## config.mk

```make
export PLATFORM = sky130hd
export DESIGN_NAME = pcileech_perst_ctl
export DESIGN_NICKNAME = d
export VERILOG_FILES = /design/src/rtl/pcileech_perst_ctl.sv
export SDC_FILE = /design/constraint.sdc
export NUM_CORES = 1
export LEC_CHECK = 0
export CORE_MARGIN = 10
export CORE_UTILIZATION = 55
export CTS_CLUSTER_SIZE = 25
export DETAILED_ROUTE_END_ITERATION = 12
export HOLD_SLACK_MARGIN = 0.06
export PLACE_DENSITY = 0.76
export REMOVE_ABC_BUFFERS = 1
export SLEW_MARGIN = 25
export SYNTH_ARGS = -nofsm -noshare
export SYNTH_HDL_FRONTEND = slang
export SYNTH_SLANG_ARGS = --single-unit
```

## constraint.sdc

```tcl
create_clock -name clk -period 3.4 [get_ports clk]
set_clock_uncertainty 0.2 [all_clocks]
set_input_delay 0.51 -clock clk [delete_from_list [all_inputs] [get_ports clk]]
set_output_delay 0.51 -clock clk [all_outputs]
set_load 0.05 [all_outputs]
```

## src/rtl/pcileech_perst_ctl.sv

```systemverilog
// pcileech_perst_ctl: PERST# synchroniser, glitch filter, PCIe reset stretcher and WAKE# driver.
// Ports: clk, rst (async, active-high), pcie_perst_n_pin, wake_req -> pcie_perst_n_flt, pcie_rst,
//        pcie_wake_n, wake_busy, perst_count[15:0].
// Build option: define PCILEECH_PERST_DEBOUNCE_EN to enable the DEBOUNCE_CYCLES filter.
module pcileech_perst_ctl #(
  parameter int unsigned DEBOUNCE_CYCLES   = 1000,
  parameter int unsigned RST_HOLD_CYCLES   = 100,
  parameter int unsigned WAKE_PULSE_CYCLES = 10000
) (
  input  logic        clk,
  input  logic        rst,
  input  logic        pcie_perst_n_pin,
  input  logic        wake_req,
  output logic        pcie_perst_n_flt,
  output logic        pcie_rst,
  output logic        pcie_wake_n,
  output logic        wake_busy,
  output logic [15:0] perst_count
);

  if (DEBOUNCE_CYCLES < 1 || DEBOUNCE_CYCLES > 65535) begin : g_bad_db
    $error("DEBOUNCE_CYCLES out of range");
  end
  if (RST_HOLD_CYCLES < 1 || RST_HOLD_CYCLES > 65535) begin : g_bad_hold
    $error("RST_HOLD_CYCLES out of range");
  end
  if (WAKE_PULSE_CYCLES < 1 || WAKE_PULSE_CYCLES > 65535) begin : g_bad_wake
    $error("WAKE_PULSE_CYCLES out of range");
  end

  localparam logic [15:0] HOLD_MAX = 16'(RST_HOLD_CYCLES - 1);
  localparam logic [15:0] WAKE_MAX = 16'(WAKE_PULSE_CYCLES - 1);

  typedef enum logic [1:0] {
    S_PERST,
    S_HOLD,
    S_RUN,
    S_WAKE
  } state_t;

  state_t      state, state_nx;
  logic [15:0] hold_cnt, hold_nx;
  logic [15:0] wake_cnt, wake_nx;
  logic        sync1;
  logic        s;
  logic        flt_d;
  logic        rise;
  logic        fall;

  // Both stages reset low so PERST# reads as asserted until the pin is seen.
  always_ff @(posedge clk or posedge rst) begin
    if (rst) begin
      sync1 <= 1'b0;
      s     <= 1'b0;
    end else begin
      sync1 <= pcie_perst_n_pin;
      s     <= sync1;
    end
  end

`ifdef PCILEECH_PERST_DEBOUNCE_EN
  localparam logic [15:0] DB_MAX = 16'(DEBOUNCE_CYCLES - 1);

  logic [15:0] cnt;

  always_ff @(posedge clk or posedge rst) begin
    if (rst) begin
      cnt              <= 16'd0;
      pcie_perst_n_flt <= 1'b0;
    end else if (s != pcie_perst_n_flt) begin
      if (cnt == DB_MAX) begin
        pcie_perst_n_flt <= s;
        cnt              <= 16'd0;
      end else begin
        cnt <= cnt + 16'd1;
      end
    end else begin
      cnt <= 16'd0;
    end
  end
`else
  always_ff @(posedge clk or posedge rst) begin
    if (rst) begin
      pcie_perst_n_flt <= 1'b0;
    end else begin
      pcie_perst_n_flt <= s;
    end
  end
`endif

  // Edge detect on the filtered level; flt_d resets to the same level as
  // the filter so reset release never looks like an edge.
  always_ff @(posedge clk or posedge rst) begin
    if (rst) begin
      flt_d <= 1'b0;
    end else begin
      flt_d <= pcie_perst_n_flt;
    end
  end

  assign rise = pcie_perst_n_flt & ~flt_d;
  assign fall = ~pcie_perst_n_flt & flt_d;

  always_comb begin
    state_nx = state;
    hold_nx  = hold_cnt;
    wake_nx  = wake_cnt;
    unique case (state)
      S_PERST: begin
        if (rise) begin
          state_nx = S_HOLD;
          hold_nx  = HOLD_MAX;
        end else if (wake_req) begin
          state_nx = S_WAKE;
          wake_nx  = WAKE_MAX;
        end
      end
      S_HOLD: begin
        if (fall) begin
          state_nx = S_PERST;
        end else if (hold_cnt == 16'd0) begin
          state_nx = S_RUN;
        end else begin
          hold_nx = hold_cnt - 16'd1;
        end
      end
      S_RUN: begin
        if (fall) begin
          state_nx = S_PERST;
        end
      end
      S_WAKE: begin
        if (rise) begin
          state_nx = S_HOLD;
          hold_nx  = HOLD_MAX;
        end else if (wake_cnt == 16'd0) begin
          state_nx = S_PERST;
        end else begin
          wake_nx = wake_cnt - 16'd1;
        end
      end
      default: state_nx = S_PERST;
    endcase
  end

  // Outputs are registered from the next state so they change on the
  // same edge as the state transition.
  always_ff @(posedge clk or posedge rst) begin
    if (rst) begin
      state       <= S_PERST;
      hold_cnt    <= 16'd0;
      wake_cnt    <= 16'd0;
      pcie_rst    <= 1'b1;
      pcie_wake_n <= 1'b1;
      wake_busy   <= 1'b0;
    end else begin
      state       <= state_nx;
      hold_cnt    <= hold_nx;
      wake_cnt    <= wake_nx;
      pcie_rst    <= (state_nx != S_RUN);
      pcie_wake_n <= (state_nx != S_WAKE);
      wake_busy   <= (state_nx == S_WAKE);
    end
  end

  always_ff @(posedge clk or posedge rst) begin
    if (rst) begin
      perst_count <= 16'd0;
    end else if (fall && perst_count != 16'hFFFF) begin
      perst_count <= perst_count + 16'd1;
    end
  end

endmodule
```

==> results by group, run 1 <==
Floorplanning
  – Core area: between 0.005 and 0.006 sq mm
  – Initial Utilization: 57.8%
  – # rows: 26
  – Die area: 0.00887 sq mm
  – Die height: 94.2 um
  – # IOs: 24
  – Die width: 94.2 um

STA
  – Hold Vio Cnt, Final: 0
  – Final Slew Violations: 0
  – Final min period: ~2.7 ns
  – Hold slack final: 0.163 ns
  – RSZ-0062 raised after global routing: no
  – Worst-margin pin slew: 0.713 ns
  – F_max: 373 MHz
  – Setup TNS: 0 ns
  – Tcrit/Tclk final: approximately four fifths
  – Final-report setup violation count: 0
  – Rel. slew slack: 52.0%

Clock tree
  – CTS tree: built
  – Post-CTS Setup Inserts: 0
  – Max clock buf depth: 2
  – Clock sinks: 57
  – H-tree levels: 3
  – Clk_lat worst skew: 0.34 ns
  – Num CTS Buffers: 9
  – Post_cts resized: 0
  – Clock slew at reported path FFs: approximately 0.060 ns
  – Hold Buf Count CTS: 0
  – CTS root buf: clkbuf_8

Logic synthesis
  – Synth unique cells: 48
  – Synth top area share: between 40% and 50%
  – Simple-gate share of the synthesized area: 24.0%
  – Mapped Area: between 0.003 and 0.004 sq mm
  – XOR/XNOR share of the synthesized area: 5.50%
  – Share of the yosys chip area belonging to registers: 47.2%
  – Post-synth top flop: dfrtp_1
  – Synth Area in Adders: 2.89%
  – Post-Synthesis Cells: 314
  – Post-synth top area cell: dfrtp_1
  – #FFs+latches synth: 57
  – FFs w/ async S/R, synth: 100%
  – Total number of yosys warnings: 0
  – Post-synth EDFFs: 0
  – Mux cell area share after synthesis: 2.69%
  – Largest family of logic cells by synthesized area: simple AND/OR/NAND/NOR gates
  – Ranking of synthesized cells by area: dfrtp_1 45%, a21oi_1 3.6%, or4_1 3.5%, nand3_1 3.3%, ha_1 2.9%
  – Compound-Gate Fraction of Synth Area: between 10% and 20%
  – Syn_area_per_cell: 9.64 sq um

Pwr
  – Sw Pwr: 0.932 mW
  – Leakage: 1.47 nW
  – Sequential share of power: 37.6%
  – Pint: 1.46 mW
  – Pwr dens: around 670 mW/mm^2
  – Pwr Total: 2.39 mW
  – Clock power frac: between 20% and 30%
  – Peak supply drop: 0.000457 V
  – Sw frac: 39.0%
  – Combinational share of power: 34.4%

Flow run
  – Count of max-cap constraint violations: 0

Global routing
  – Initial antenna violation count: 0
  – Largest net degree at the start of global routing: 51
  – Vias in the first global route: 2267
  – First-pass GRT wire length: 10.8 mm
  – Grt total ovfl: 0
  – Total track usage: 15.2%

Final layout
  – Final-layout fill cell count: 395
  – Multi-input logic area: 0.00151 sq mm
  – Area Growth Syn to Fin: 17.6%
  – Fraction of layout cells with a size suffix above 1: 8.96%
  – Nets@finish: 352
  – Sequential Area: 0.00143 sq mm
  – ANT cells: 0

Critical path
  – Largest delay share family, worst path: simple AND/OR/NAND/NOR gates
  – R2R setup slack: 0.72 ns
  – CP max stage delay: 0.55 ns
  – Slowest-stage cell, CP: or3b_2
  – CP Max Fanout: 10
  – Reg2Reg Depth: 8
  – CP startpoint kind: register
  – Crit path buf inv count: 2
  – Worst-path cell chain: inv_1 > ha_1 > or3b_2 > nor4_4 > buf_4 > a211oi_1 > or4_1 > nand2_1
  – CP required: 3.47 ns
  – Crit path DAT: 2.76 ns
  – Crit. End Element: register
  – Worst r2r dst: hold_cnt[15]$_DFFE_PP0P_
  – Setup Crit Path Kind: reg -> reg
  – Reg2reg start: hold_cnt[0]$_DFFE_PP0P_

Drt
  – Total number of vias: roughly 2400
  – DRT Pass-1 Iters: 4
  – Initial drt markers: ~160
  – DRC viols: 0
  – Vias per inst: 5.87
  – Average wire per standard cell: 15.3 um
  – Routed Antenna Nets: 0
  – Detailed Route WL: roughly 6.4 mm

Placement
  – Final HPWL from detailed placement: around 4.4 mm
  – RePlAce Congestion: 0.839
  – PortBufs: 23

Outcome
  – Status: complete, no violations

Min path
  – Min-Delay Path Class: reg -> reg
  – Worst Min Path Start: s$_DFF_PP0_
  – Hold path depth: 0
  – Hold path endpoint: pcie_perst_n_flt$_DFF_PP0_
==> cell type report <==
class | count | area share (%)
Multi-Input combinational cell | 233 | 42.3
Clock buffer | 12 | 4.64
Sequential cell | 57 | 40.1
Inverter | 13 | 1.37
Tap cell | 70 | 2.46
Timing Repair Buffer | 27 | 7.66
Clock inverter | 4 | 1.41
==> registers in the layout, summed over array words and instances, names as in the netlist <==
| signal | count |
|---|---|
| hold_cnt | 16 |
| perst_count | 16 |
| wake_cnt | 16 |
| state | 2 |
| flt_d | 1 |
| pcie_perst_n_flt | 1 |
| pcie_rst | 1 |
| pcie_wake_n | 1 |
| s | 1 |
| sync1 | 1 |
| wake_busy | 1 |
==> power groups by stage <==
| stage | logic, mW | registers [mW] | clock network (mW) |
|---|---|---|---|
| floorplan | 0.416 | 1.06 | 0 |
| global placement | 0.810 | 0.902 | 0 |
| detailed placement | 0.818 | 0.907 | 0 |
| CTS | 0.825 | 0.897 | 0.683 |
| global route | 0.898 | 0.912 | 0.715 |
| finish | 0.823 | 0.898 | 0.670 |
==> cell usage in the layout, fill, tap and decap left out, types with 9 or more instances in the layout <==
cell type / instances
nor2_1: 21
a21oi_1: 22
nand3_1: 20
nor4_1: 12
nand2_1: 20
dfrtp_1: 55
clkdlybuf4s50_1: 23
or4_1: 14
xnor2_1: 10
clkbuf_8: 12
inv_1: 12
xor2_1: 9
==> cell families after synthesis <==
logic type	count (synthesis)
xor+xnor	19
mux	8
compound gates	67
fa+ha+maj	7
buf+inv	24
simple gates	132
flops	57
==> metal layers <==
layer  vias to the layer above  routed length, um  GRT usage, %  share of wire (%)
li1                       1236                  -             -                  -
met1                      1154               3020          20.3                 47
met2                        40               2990          22.3                 47
met3                        12                245          3.44                3.8
met4                         0                123          8.10                1.9
met5                         -                  0             0                  0
==> per-stage QoR <==
| stage | cells | util [%] | instance area [sq um] | worst slack, ns |
|---|---|---|---|---|
| after floorplan | 303 | - | 2980 | 0.719 |
| after global placement | 400 | 63.9 | 3340 | 0.838 |
| after detailed placement | 400 | 63.9 | 3340 | 0.768 |
| after CTS | 416 | 68.0 | 3560 | 0.735 |
| after global routing | 416 | 68.0 | 3560 | 0.576 |
| final | 416 | 68.0 | 3560 | 0.719 |
==> cell usage after synthesis, drive strengths merged, types with 6 or more instances <==
cell type	number
xor2	9
nand4	8
o21ai	9
xnor2	10
or4	14
nor4	13
nor3	8
and3	6
ha	7
inv	13
nand3	20
clkbuf	9
nand2	20
o31ai	6
a21oi	22
mux2i	7
dfrtp	55
nor2	21
==> worst max-delay path by stage <==
stage                                       start                  endpoint  slack, ns  depth (start not counted)
final                     hold_cnt[0]$_DFFE_PP0P_  hold_cnt[15]$_DFFE_PP0P_       0.72                          8
after global routing           state[1]$_DFF_PP0_   hold_cnt[3]$_DFFE_PP0P_       0.58                          7
after CTS                 hold_cnt[0]$_DFFE_PP0P_  hold_cnt[15]$_DFFE_PP0P_       0.74                          8
after detailed placement  hold_cnt[1]$_DFFE_PP0P_  hold_cnt[15]$_DFFE_PP0P_       0.77                          8
after global placement    hold_cnt[0]$_DFFE_PP0P_  hold_cnt[15]$_DFFE_PP0P_       0.84                          8
after floorplan           hold_cnt[0]$_DFFE_PP0P_  hold_cnt[15]$_DFFE_PP0P_       0.72                          7
(Power assumes the default switching activity.)
==> run 2, diff against run 1 <==
- CORE_UTILIZATION: 55 -> 52
- PLACE_DENSITY: 0.76 -> 0.75
- clock period: 3.4 -> 2.4 ns (I/O delays scaled with it)
==> run 2 against run 1 <==
The flow now finishes with violations (negative setup slack). Sequential power grew 40%. Critical path depth shrank 2. Cell area grew 10%. Non-clock buffer count grew 36. Setup slack lost 0.75 ns. Critical path type unchanged. Highest routed layer unchanged.
==> results by group, run 2 (same netlist as run 1, synthesis figures left out) <==
Floorplanning
  – Die area: about 0.0093 sq mm
  – Die height: 96.3 um
  – # IOs: 24
  – Initial Utilization: 54.3%
  – Die width: 96.3 um
  – Core area: 0.00557 sq mm
  – # rows: 27

Clock tree
  – CTS tree: built
  – Clk_lat worst skew: approximately 0.33 ns
  – Clock sinks: 57
  – H-tree levels: 3
  – Max clock buf depth: 2
  – Hold Buf Count CTS: 0
  – CTS root buf: clkbuf_8
  – Clock slew at reported path FFs: 0.07 ns
  – Num CTS Buffers: 9

Final layout
  – Most frequent cells in the layout: 55 x dfrtp_1, 37 x buf_4, 23 x clkdlybuf4s50_1
  – Fraction of layout cells with a size suffix above 1: 22.5%
  – Most common cell after layout, fill and taps aside: dfrtp_1
  – Final-layout fill cell count: ~430
  – Top flop regs: hold_cnt: 16 flops, perst_count: 16 flops, wake_cnt: 16 flops
  – Multi-input logic area: ~0.0016 sq mm
  – Nets@finish: 388
  – Area Growth Syn to Fin: 29.5%
  – ANT cells: 0
  – Sequential Area: 0.00143 sq mm
  – Post-route core utilization: between 70% and 80%

STA
  – Hold Vio Cnt, Final: 0
  – F_max: slightly above 400 MHz
  – Final Slew Violations: 0
  – Final setup margin: -0.0295 ns
  – RSZ-0062 raised after global routing: yes
  – Final min period: 2.43 ns
  – Tcrit/Tclk final: 101%
  – Worst-margin pin slew: 0.682 ns
  – Rel. slew slack: 54.1%
  – Final-report setup violation count: 1

Pwr
  – Combinational share of power: 41.8%
  – Peak supply drop: roughly 0.00099 V
  – Sequential share of power: 34.3%
  – Sw frac: roughly 38%
  – Leakage: 1.64 nW
  – Clock power frac: 23.9%
  – Sw Pwr: about 1.4 mW
  – Pint: 2.25 mW
  – Pwr dens: 934 mW/mm^2

Global routing
  – Total track usage: 16.0%
  – Grt total ovfl: 0
  – Largest net degree at the start of global routing: 32
  – Initial antenna violation count: 0
  – First-pass GRT wire length: 12.0 mm
  – Vias in the first global route: between 2000 and 3000

Drt
  – Total number of vias: ~2600
  – Vias per inst: 5.82
  – DRC viols: 0
  – Initial drt markers: 215
  – DRT Pass-1 Iters: 5
  – Average wire per standard cell: around 16 um
  – Detailed Route WL: 7.29 mm
  – Routed Antenna Nets: 0

Critical path
  – Worst-path cell chain: inv_2 > ha_4 > or3b_4 > or4_4 > or4_4 > a21oi_2
  – Crit path DAT: 2.49 ns
  – CP dominant cell by count: or4_4
  – CP Max Fanout: 5
  – Slowest-stage cell, CP: or4_4
  – CP required: 2.46 ns
  – Setup Crit Path Kind: reg -> reg
  – Crit. End Element: register
  – CP startpoint kind: register
  – CP max stage delay: 0.58 ns

Outcome
  – Failing checks: negative setup slack
  – Status: complete, but fails checks

Placement
  – Post-place setup slack: -0.123 ns
  – Final HPWL from detailed placement: 4.96 mm
  – PortBufs: 23
  – RePlAce Congestion: 0.850

Flow run
  – Count of max-cap constraint violations: 0

Min path
  – Min-Delay Path Class: in -> async
[run 2: final timing paths]
path | to | slack (ns) | cells past startpoint | startpoint
setup / recovery | hold_cnt[14]$_DFFE_PP0P_ | -0.03 | 6 | hold_cnt[1]$_DFFE_PP0P_
setup reg to reg | hold_cnt[14]$_DFFE_PP0P_ | -0.03 | 6 | hold_cnt[1]$_DFFE_PP0P_
max in group asynchronous | pcie_rst$_DFF_PP1_ | 1.34 | 3 | rst
min in group clk | pcie_perst_n_flt$_DFF_PP0_ | 0.15 | 0 | s$_DFF_PP0_
hold / removal | perst_count[9]$_DFFE_PP0P_ | 0.09 | 2 | rst
hold reg to reg | pcie_perst_n_flt$_DFF_PP0_ | 0.15 | 0 | s$_DFF_PP0_
[run 2: worst max-delay path: cells and delay by family (launching register included)]
kind	cells	cell delay (ns)
AND/OR/NAND/NOR	3	1.42
AO/OA/AOI/OAI	1	0.13
buffers and inverters	1	0.08
flip-flops	1	0.40
adder cells (fa/ha/maj)	1	0.12
[run 2: repair_timing]
action,CTS,global route
buffers inserted,0,3
resized for setup,2,27
gates cloned,0,1
endpoints found under the setup margin,4,12
pin swaps,0,9
[run 2: metrics by stage]
stage	power [mW]	instances	hold WS, ns	TNS, ns	cell area, sq um
2_1_floorplan	2.09	303	0.131	-0.510	2980
3_3_place_gp	2.62	434	0.133	-0.109	3590
3_5_place_dp	2.66	434	0.135	-0.230	3590
4_1_cts	3.55	450	0.0878	0	3780
5_1_grt	3.89	454	0.115	-0.0908	3920
6_report	3.66	454	0.0930	-0.0295	3920
[run 2: power by group through the flow]
| stage | combinational [mW] | sequential [mW] | clock, mW |
|---|---|---|---|
| finish | 1.53 | 1.26 | 0.877 |
| global route | 1.67 | 1.28 | 0.945 |
| CTS | 1.41 | 1.25 | 0.898 |
| detailed placement | 1.40 | 1.26 | 0 |
| global placement | 1.37 | 1.26 | 0 |
| floorplan | 0.589 | 1.50 | 0 |
[run 2: cell type report]
type,count,area share (%)
clock buffer,13,3.80
clock inverter,3,1.02
inverter,13,1.24
multi-input combinational,233,41.2
sequential,57,36.4
tap,72,2.30
timing repair buffer,63,14.0
[run 2: routing by layer]
layer  GRT usage [%]  vias up  routed length, um
met1            20.4     1272               3190
met5               0        -                  0
met3            5.29        7                392
met4            5.08        0                 72
met2            25.1       71               3640
li1                -     1293                  -
==> run 3, diff against run 2 <==
- CORE_ASPECT_RATIO: not set -> 1.1
- SKIP_CTS_REPAIR_TIMING: not set -> 1
==> run 3 against run 2 <==
The flow still finishes with violations (negative setup slack). Global-route usage is 0.58 points lower. Utilization is 1.3 points lower. Fmax is 0.76% higher. Clock power is 5.0% higher. Critical path depth stayed put. Via count is 1.3% lower. Die area hardly changed. Routed wire length is 5.3% lower. Count of clock-buffer cells in the layout is 1 lower. Sequential share of layout area is 0.093 points lower.
==> results by group, run 3 (same netlist as run 1, synthesis figures left out) <==
Outcome
  – Status: complete, but fails checks
  – Failing checks: negative setup slack

STA
  – Rel. slew slack: 55.1%
  – F_max: 415 MHz
  – Final setup margin: -0.0111 ns
  – Hold Vio Cnt, Final: 0
  – RSZ-0062 raised after global routing: yes
  – Tcrit/Tclk final: 100%
  – Final min period: between 2 and 2.5 ns
  – Final-report setup violation count: 1
  – Final Slew Violations: 0
  – Worst-margin pin slew: about 0.67 ns

Placement
  – Post-place setup slack: -0.204 ns
  – Final HPWL from detailed placement: 5.00 mm
  – PortBufs: 23
  – Placed Area: 0.00362 sq mm
  – RePlAce Congestion: 0.819

Clock tree
  – H-tree levels: 3
  – Num CTS Buffers: 9
  – Clock slew at reported path FFs: roughly 0.07 ns
  – Clock sinks: 57
  – Clk_lat worst skew: roughly 0.34 ns
  – Max clock buf depth: 2
  – CTS root buf: clkbuf_8
  – CTS tree: built

Critical path
  – R2R setup slack: -0.01 ns
  – Setup Crit Path Kind: reg -> reg
  – CP Max Fanout: 7
  – CP startpoint kind: register
  – Worst r2r dst: hold_cnt[14]$_DFFE_PP0P_
  – Crit path DAT: between 2 and 2.5 ns
  – Crit. End Element: register
  – Crit path capture: hold_cnt[14]$_DFFE_PP0P_
  – Start point of the critical path: hold_cnt[0]$_DFFE_PP0P_
  – CP required: ~2.5 ns
  – Reg2reg start: hold_cnt[0]$_DFFE_PP0P_
  – Reg2Reg Depth: 6

Floorplanning
  – Die area: 0.00928 sq mm
  – Die width: between 90 and 100 um
  – Core area: 0.00570 sq mm
  – # rows: 29
  – # IOs: 24
  – Die height: 100 um
  – Initial Utilization: 53.2%

Pwr
  – Pint: 2.33 mW
  – Sw frac: 37.9%
  – Clock power frac: 24.6%
  – Combinational share of power: a little over two fifths
  – Leakage: 1.65 nW
  – Sequential share of power: 33.1%
  – Pwr dens: 953 mW/mm^2
  – Peak supply drop: 0.000686 V
  – Sw Pwr: 1.42 mW

Drt
  – DRT Pass-1 Iters: 4
  – Met3 WL: 148 um
  – Detailed Route WL: about 6.9 mm
  – Met2 routed WL: 3.66 mm
  – Average wire per standard cell: roughly 15 um
  – Routed length on met1: 3.04 mm
  – DRC viols: 0
  – Initial drt markers: about 120
  – Total number of vias: approximately 2600
  – Vias per inst: 5.69
  – Routed Antenna Nets: 0
  – Max Used Layer: met4

Global routing
  – Initial antenna violation count: 0
  – Grt total ovfl: 0
  – Vias in the first global route: 2561
  – Largest net degree at the start of global routing: 32
  – Total track usage: 15.4%
  – First-pass GRT wire length: roughly 12 mm

Final layout
  – Final instance area: 0.00393 sq mm
  – Nets@finish: approximately 390
  – Most frequent cells in the layout: 55 x dfrtp_1, 36 x buf_4, 23 x clkdlybuf4s50_1
  – Area Growth Syn to Fin: 29.9%
  – Top flop regs: hold_cnt: 16 flops, perst_count: 16 flops, wake_cnt: 16 flops
  – Fraction of layout cells with a size suffix above 1: 21.3%
  – ANT cells: 0
  – Most common cell after layout, fill and taps aside: dfrtp_1

Flow run
  – Count of max-cap constraint violations: 0

Min path
  – Min-Delay Path Class: in -> async
## run 3: changes by cell type in the layout (fill, tap and decap cells not counted), moves of 2 or more
| cell | previous run | this run |
|---|---|---|
| inv_1 | 8 | 10 |
| buf_6 | 2 | 0 |
| clkbuf_1 | 3 | 1 |
| inv_2 | 5 | 3 |
| or3_4 | 2 | 0 |
| or3_1 | 3 | 5 |
## run 3: power groups by stage
| stage | Clock (mW) | Combinational, mW | Sequential, mW |
|---|---|---|---|
| after global placement | 0 | 1.42 | 1.25 |
| final | 0.921 | 1.59 | 1.24 |
| after global routing | 0.986 | 1.72 | 1.26 |
| after floorplan | 0 | 0.589 | 1.50 |
| after CTS | 0.943 | 1.46 | 1.23 |
| after detailed placement | 0 | 1.45 | 1.25 |
## run 3: worst min path at each step
stage                      from  slack, ns                     endpoint  cells after the start
detailed placement  s$_DFF_PP0_       0.14   pcie_perst_n_flt$_DFF_PP0_                      0
finish                      rst       0.08      wake_cnt[2]$_DFFE_PP0P_                      2
CTS                         rst       0.08  perst_count[15]$_DFFE_PP0P_                      2
floorplan           s$_DFF_PP0_       0.13   pcie_perst_n_flt$_DFF_PP0_                      0
global placement    s$_DFF_PP0_       0.14   pcie_perst_n_flt$_DFF_PP0_                      0
global route                rst        0.1  perst_count[13]$_DFFE_PP0P_                      2
## run 3: cell type report
class | count | area (sq um)
clock buffers | 12 | 155
fillers | 460 | 1760
flip-flops and latches | 57 | 1430
well taps | 77 | 96.3
repair buffers | 62 | 566
clock inverters | 4 | 51.3
inverters | 13 | 48.8
multi-input cells | 233 | 1590
## run 3: metal layers
| metal | GRT usage (%) | vias to the layer above |
|---|---|---|
| met3 | 3.28 | 5 |
| met4 | 7.36 | 0 |
| met2 | 26.1 | 30 |
| li1 | - | 1292 |
| met1 | 18.2 | 1281 |
| met5 | 0 | - |
## run 3: critical path, stage by stage, from the launching register on
cell and delay, ns:
dfrtp_1 0.39, inv_2 0.08, ha_4 0.13, or3b_4 0.42, or4_4 0.53, or4_1 0.42, a21oi_1 0.16
## run 3: through the flow
stage	cells	setup TNS [ns]	hold WS [ns]	util, %	total power, mW
after floorplan	303	-0.510	0.131	-	2.09
after global placement	441	-0.245	0.135	63.6	2.67
after CTS	457	-1.02	0.0830	67.2	3.64
after detailed placement	441	-0.825	0.136	63.6	2.70
final	458	-0.0111	0.0806	69.0	3.75
after global routing	458	-0.419	0.0961	69.0	3.97
